===== config.mk =====
export PLATFORM = sky130hd
export DESIGN_NAME = serial_rx_unpack
export DESIGN_NICKNAME = d
export VERILOG_FILES = /design/src/rtl/serial_rx_unpack.sv
export SDC_FILE = /design/constraint.sdc
export NUM_CORES = 1
export LEC_CHECK = 0
export CAP_MARGIN = 20
export CORE_ASPECT_RATIO = 0.7
export CORE_MARGIN = 3
export CORE_UTILIZATION = 40
export CTS_CLUSTER_SIZE = 40
export DETAILED_ROUTE_END_ITERATION = 8
export PLACE_DENSITY = 0.69
export SKIP_CTS_REPAIR_TIMING = 1
export SYNTH_ARGS = -nofsm -noshare
export SYNTH_HDL_FRONTEND = slang
export SYNTH_SLANG_ARGS = --single-unit

===== constraint.sdc =====
create_clock -name clk -period 2.2 [get_ports clk]
set_input_delay 0.22 -clock clk [delete_from_list [all_inputs] [get_ports clk]]
set_output_delay 0.22 -clock clk [all_outputs]
set_load 0.05 [all_outputs]

===== src/rtl/serial_rx_unpack.sv =====
// serial_rx_unpack: rebuilds serialised calculator result frames from the
// (Dout, Dout_valid) bit stream, sampled on rising edges of the clk_tx strobe,
// and splits each completed frame into operand, result, flag and opcode fields.
//
// state | meaning
// IDLE  | waiting for the first sample event with Dout_valid high
// SHIFT | collecting frame bits, one per sample event
// DONE  | one clk: publish the frame, bump frame_cnt, raise rx_valid next cycle
module serial_rx_unpack #(
  parameter int DATA_W    = 32,
  parameter bit MSB_FIRST = 1'b1,
  parameter int CNT_W     = 8
) (
  input  logic              clk,
  input  logic              reset,
  input  logic              clk_tx,
  input  logic              Dout_valid,
  input  logic              Dout,
  output logic [DATA_W-1:0] rx_word,
  output logic [7:0]        rx_op_a,
  output logic [7:0]        rx_op_b,
  output logic [7:0]        rx_result,
  output logic [3:0]        rx_flag,
  output logic [3:0]        rx_sel,
  output logic              rx_valid,
  output logic              rx_busy,
  output logic              frame_err,
  output logic [CNT_W-1:0]  frame_cnt
);

  localparam int BW = $clog2(DATA_W + 1);
  localparam logic [BW-1:0] LAST_IDX = BW'(DATA_W - 1);

  typedef enum logic [1:0] {IDLE, SHIFT, DONE} state_t;

  state_t            state;
  logic              clk_tx_d;
  logic              se;
  logic [DATA_W-1:0] shreg;
  logic [DATA_W-1:0] shift_in;
  logic [BW-1:0]     bit_cnt;

  // clk_tx is a level in the clk domain; only its rising edge samples data,
  // so a strobe held high for many clocks yields a single bit.
  assign se = clk_tx & ~clk_tx_d;

  // Next shift-register value with the current Dout inserted.
  always_comb begin
    shift_in = shreg;
    if (MSB_FIRST) shift_in = {shreg[DATA_W-2:0], Dout};
    else           shift_in = {Dout, shreg[DATA_W-1:1]};
  end

  // Receive FSM, strobe edge detector, frame publishing and status.
  always_ff @(posedge clk or negedge reset) begin
    if (!reset) begin
      state     <= IDLE;
      clk_tx_d  <= 1'b0;
      shreg     <= '0;
      bit_cnt   <= '0;
      rx_word   <= '0;
      frame_cnt <= '0;
      frame_err <= 1'b0;
      rx_valid  <= 1'b0;
    end else begin
      clk_tx_d <= clk_tx;
      rx_valid <= 1'b0;
      case (state)
        IDLE: begin
          if (se && Dout_valid) begin
            shreg   <= shift_in;
            bit_cnt <= BW'(1);
            state   <= SHIFT;
          end
        end
        SHIFT: begin
          if (se) begin
            if (Dout_valid) begin
              shreg   <= shift_in;
              bit_cnt <= bit_cnt + BW'(1);
              if (bit_cnt == LAST_IDX) state <= DONE;
            end else begin
              // Truncated frame: drop partial data, keep rx_word untouched.
              frame_err <= 1'b1;
              shreg     <= '0;
              bit_cnt   <= '0;
              state     <= IDLE;
            end
          end
        end
        DONE: begin
          rx_word   <= shreg;
          frame_cnt <= frame_cnt + CNT_W'(1);
          rx_valid  <= 1'b1;
          if (se && Dout_valid) begin
            // Next frame's first bit arrives while publishing; all old bits
            // shift out over the coming frame, so shifting shreg is safe.
            shreg   <= shift_in;
            bit_cnt <= BW'(1);
            state   <= SHIFT;
          end else begin
            bit_cnt <= '0;
            state   <= IDLE;
          end
        end
        default: state <= IDLE;
      endcase
    end
  end

  assign rx_busy   = (state == SHIFT);
  assign rx_op_a   = rx_word[31:24];
  assign rx_op_b   = rx_word[23:16];
  assign rx_result = rx_word[15:8];
  assign rx_flag   = rx_word[7:4];
  assign rx_sel    = rx_word[3:0];

endmodule


# Word-level counts from Yosys, hierarchy flattened
# Cells that the tools add are included.
# W data, S select, Z words.
# totals
reg_bits	83
input_bits	5
# op_classes
n_addsub	2
eq_ne	7
mux	16
bitwise	3
reduce_logical	9
# ops
cell	n
$mux W32	3
$pmux W32 S2	1
$mux W6	3
$pmux W6 S3	1
$reduce_and A3 Y1	4
$add A8 B1 Y8 const B	1
$mux W2	4
$add A6 B1 Y6 const B	1
$eq A6 B5 Y1 const B	1
$pmux W2 S3	1
$ne A2 B1 Y1 const B	2
$mux W1	3
$ne A3 B2 Y1 const B	1
$reduce_bool A3 Y1	1
$eq A2 B1 Y1 const B	1
$eq A2 B2 Y1 const B	1
$logic_not A2 Y1	1
$ne A2 B2 Y1 const B	1
$not A1 Y1	2
$reduce_bool A2 Y1	1
$reduce_or A2 Y1	1
$and A1 B1 Y1	1
$logic_and A1 B1 Y1	1

# Logic depth before layout (Yosys ltp)
# logic_depth
word_depth	5
mapped_depth	6
mapped_depth_nobuf	6

# Worst setup path after synthesis
# Ideal clock, no wire load.
# synth_timing
path_type	register to register
startpoint	register state[1]
endpoint	register shreg[0]
setup_time_ns	0.125
arrival_ns	1.942
setup_slack_ns	0.134
stages_incl_launch_ff	7
n_path_buf	1
synth_period_minus_slack_ns	2.066
cell_sequence	dfrtp_1 > inv_1 > ha_1 > nor3_1 > a21oi_2 > buf_6 > mux2_2
# synth_rtl
element	line	text
start: declaration	36	state_t state;
start signal: assignment	57	state <= IDLE;
start signal: assignment	73	state <= SHIFT;
start signal: assignment	81	if (bit_cnt == LAST_IDX) state <= DONE;
$eq A2 B1 Y1 *	n/a	
net rx_busy	26	output logic rx_busy,
$ne A2 B1 Y1 (no line) or $reduce_bool A2 Y1 (tied branches)	n/a	
$reduce_and A3 Y1 (no line)	n/a	
end signal: assignment	71	shreg <= shift_in;
end signal: assignment	79	shreg <= shift_in;
end signal: assignment	98	shreg <= shift_in;
end: declaration	39	logic [DATA_W-1:0] shreg;
# Mark *: on every way through the listed nets, which the timed path passes. The rest lies on a longest branch.
# A chain may end at the register's enable or synchronous reset.

# Final worst setup path
# layout_timing
startpoint	register state[0]
endpoint	register bit_cnt[2]
# layout_between
elab_chain_len	3
# layout_lines
element	line	text
$eq A2 B1 Y1 (tied with other cells)	68	case (state)
$ne A2 B1 Y1 (no line) (tied with other cells)	n/a	
$reduce_and A3 Y1 (no line)	n/a	
end signal: assignment	80	bit_cnt <= bit_cnt + BW'(1);
end: declaration	41	logic [BW-1:0] bit_cnt;
# Parallel ways exist; a longest one is shown, timed or not.

==> impl_metrics.tcl <==
set metrics [dict create \
    yosysTopAreaCellShare_pct 54.2 \
    fin_cells 478 \
    seqPwrFrac_pct 43.2 \
    nNetsFinal 360 \
    vias 2338 \
    required_ns 2.41 \
    synth_most_common_cell "dfrtp_1" \
    rsz0062_at_grt "false" \
    cp.depth 6 \
    tightest_slew_ns 0.518 \
    worstSetupPathType "register to register" \
    utilization_pct 52.8 \
    synth_seq_cells 83 \
    swShare_pct 28.0 \
    reg2reg_depth 6 \
    nFillCells 784 \
    die_h_um 87.9 \
    core-area_um2 9180 \
    synth_cell_types 33 \
    ant_nets 0 \
    cpLargestDelayFamily "flip-flops" \
    worstPathMaxFanout 10 \
    drtPass1Iterations 4 \
    clock_skew_ns 0.00446 \
    dp_hpwl_mm 4.53 \
    hold_path_depth 1 \
    multi_input_area_um2 1440 \
    ys.flop_type "dfrtp_1" \
    dp.cells 461 \
    dieArea_um2 10800 \
    hp-class "input pin to register" \
    grt_max_degree 47 \
    clock_path_buffers 2 \
    crit_buf_inv 1 \
    power_frac_comb_pct 22.0 \
    regArea_um2 2080 \
    cp_cell_sequence "inv_1, ha_1, mux2_2, a22oi_4, nand2b_1, o21ai_0" \
    p_switching_mw 1.16 \
    wl_mm 6.73 \
    grt_pass1_wl_mm 10.9 \
    tns_ns 0 \
    rows 29 \
    drv_slew 0 \
    syn_inst 296 \
    synth_area_leader_cell "dfrtp_1" \
    p_per_area_nw_per_um2 855 \
    post-route-period-util_pct 88.7 \
    fmax_ghz 0.513 \
    outcome "finished clean" \
    grt-ovfl-total 0 \
    p_clk_share_pct 34.8 \
    remaining_drc_errors 0 \
    synth_area_leaders "dfrtp_1 (54%), mux2_2 (19%), buf_4 (6.5%), nor2b_1 (3.1%), and2b_1 (2.7%)" \
    syn_area_per_cell_um2 12.9 \
    syn2layout_area_growth_pct 26.4 \
    wl_per_cell_um 14.1 \
    crit_path_end_kind "register" \
    setup_violations 0 \
    synth_fp_nets 307 \
    initial_core_util_pct 41.7 \
    seq_area_frac_synth_pct 54.2 \
    ir_drop_v 0.000607 \
    via_per_inst 4.89 \
    drv_cap 0 \
    root_buffer "clkbuf_16" \
    port_buffers 79 \
    cts_tree "built" \
    drive_gt1_share_pct 25.4 \
    crit_path_start_kind "register" \
    async_reset_ff_share_pct 100 \
    die_w_um 123 \
    synth-edff-count 0 \
    yosys_warnings 0 \
    htree_levels 3 \
    arrival_ns 2.16 \
    io_pins 80 \
    initialDrtViolationCount 70 \
    crit_slowest_cell "dfrtp_1" \
    internal_power_mw 2.99 \
    antenna_found_initial 0 \
    insertedDiodeCount 0 \
    grtUsageTotal_pct 13.1 \
    clk_pin_slew_worst_paths_ns 0.06 \
    first_global_vias 2241 \
    finalHoldViolations 0 \
    p_total_mw 4.15 \
    numCtsBuffers 9 \
    netlist_area_um2 3830 \
    gp_congestion 0.721 \
    insertion_delay_ns 0.33 \
    slew_headroom_pct 65.4 \
    leakagePower_nw 2.31 \
    period_needed_ns 1.95 \
    synth_common_cells "dfrtp_1 (83), mux2_2 (64), buf_4 (33)" \
    critPathMaxStageDelay_ns 0.43 \
    clock_sinks 83 \
]
power groups by stage:
stage	Sequential (mW)	Clock [mW]	Combinational (mW)
after floorplan	1.80	0	0.703
after global placement	1.81	0	0.888
after detailed placement	1.82	0	0.919
after CTS	1.79	1.49	0.921
after global routing	1.82	1.56	0.995
final	1.79	1.44	0.911
path summary, 6_finish.rpt:
| kind | from | to | slack (ns) |
|---|---|---|---|
| setup / recovery | state[0]$_DFFE_PN0P_ | bit_cnt[2]$_DFFE_PN0P_ | 0.25 |
| hold / removal | clk_tx | clk_tx_d$_DFF_PN0_ | 0.36 |
| setup reg to reg | state[0]$_DFFE_PN0P_ | bit_cnt[2]$_DFFE_PN0P_ | 0.25 |
| hold reg to reg | bit_cnt[5]$_DFFE_PN0P_ | bit_cnt[5]$_DFFE_PN0P_ | 0.47 |
| max in group asynchronous | reset | rx_word[3]$_DFFE_PN0P_ | 1.20 |
| min in group asynchronous | reset | rx_word[18]$_DFFE_PN0P_ | 0.40 |
kinds of logic (layout without fill, tap and decap cells):
logic type | Yosys count | in the layout | synth area share [%]
adder cells (fa/ha/maj) | 6 | 6 | 1.96
buffers and inverters | 47 | 105 | 8.62
AND/OR/NAND/NOR | 65 | 65 | 10.1
flip-flops | 83 | 83 | 54.2
multiplexers | 66 | 66 | 19.4
XOR/XNOR | 7 | 7 | 1.60
AO/OA/AOI/OAI | 22 | 22 | 4.11
final cells by class:
type,count,area share (%)
Clock inverter,5,1.11
Inverter,4,0.310
Timing Repair Buffer,85,18.0
Sequential cell,83,42.9
Multi-Input combinational cell,166,29.7
Tap cell,124,3.20
Clock buffer,11,4.80
metrics by stage:
step	hold slack [ns]	instance area [um2]	worst slack [ns]
3_3_place_gp	0.219	4550	0.290
6_report	0.359	4850	0.249
4_1_cts	-0.144	4840	0.249
3_5_place_dp	0.219	4550	0.258
2_1_floorplan	-0.0756	3830	0.134
5_1_grt	0.367	4850	0.144
cell usage in the layout, fill, tap and decap left out, types with 2 or more instances in the layout:
cell and instances:
and2b_1 14, dfrtp_1 83, clkbuf_16 9, buf_4 4, xnor2_1 4, mux2_1 2, nand2b_1 2, o41ai_1 2
inv_1 4, ha_1 5, buf_12 3, o21ai_0 8, nor2_1 6, clkdlybuf4s50_1 77, o31ai_1 2, xor2_1 3
mux2_2 64, and3_1 3, nand4_1 3, clkinv_2 3, nor2b_1 19, nand2_1 8, a21oi_1 2, nand3_1 6
a31oi_1 3, clkbuf_1 2
sequential cells by signal, indices dropped and copies added, names as in the netlist:
name / count
state: 2
frame_err: 1
frame_cnt: 8
shreg: 32
bit_cnt: 6
clk_tx_d: 1
rx_valid: 1
rx_word: 32
worst reg2reg max path: cells and delay by family (launching register included):
kind | cells | cell delay (ns)
AOI/OAI and AO/OA | 2 | 0.38
adders and majority gates | 1 | 0.31
buffers and inverters | 1 | 0.14
DFF | 1 | 0.43
muxes | 1 | 0.39
and+or+nand+nor | 1 | 0.17
metal layers:
| metal | up-vias | wire length (um) | track usage (%) |
|---|---|---|---|
| met5 | - | 0 | 0 |
| met3 | 8 | 426 | 4.91 |
| met1 | 1165 | 3300 | 18.2 |
| met4 | 0 | 59 | 4.22 |
| met2 | 73 | 2950 | 19.0 |
| li1 | 1092 | - | - |
(Power assumes the default switching activity.)
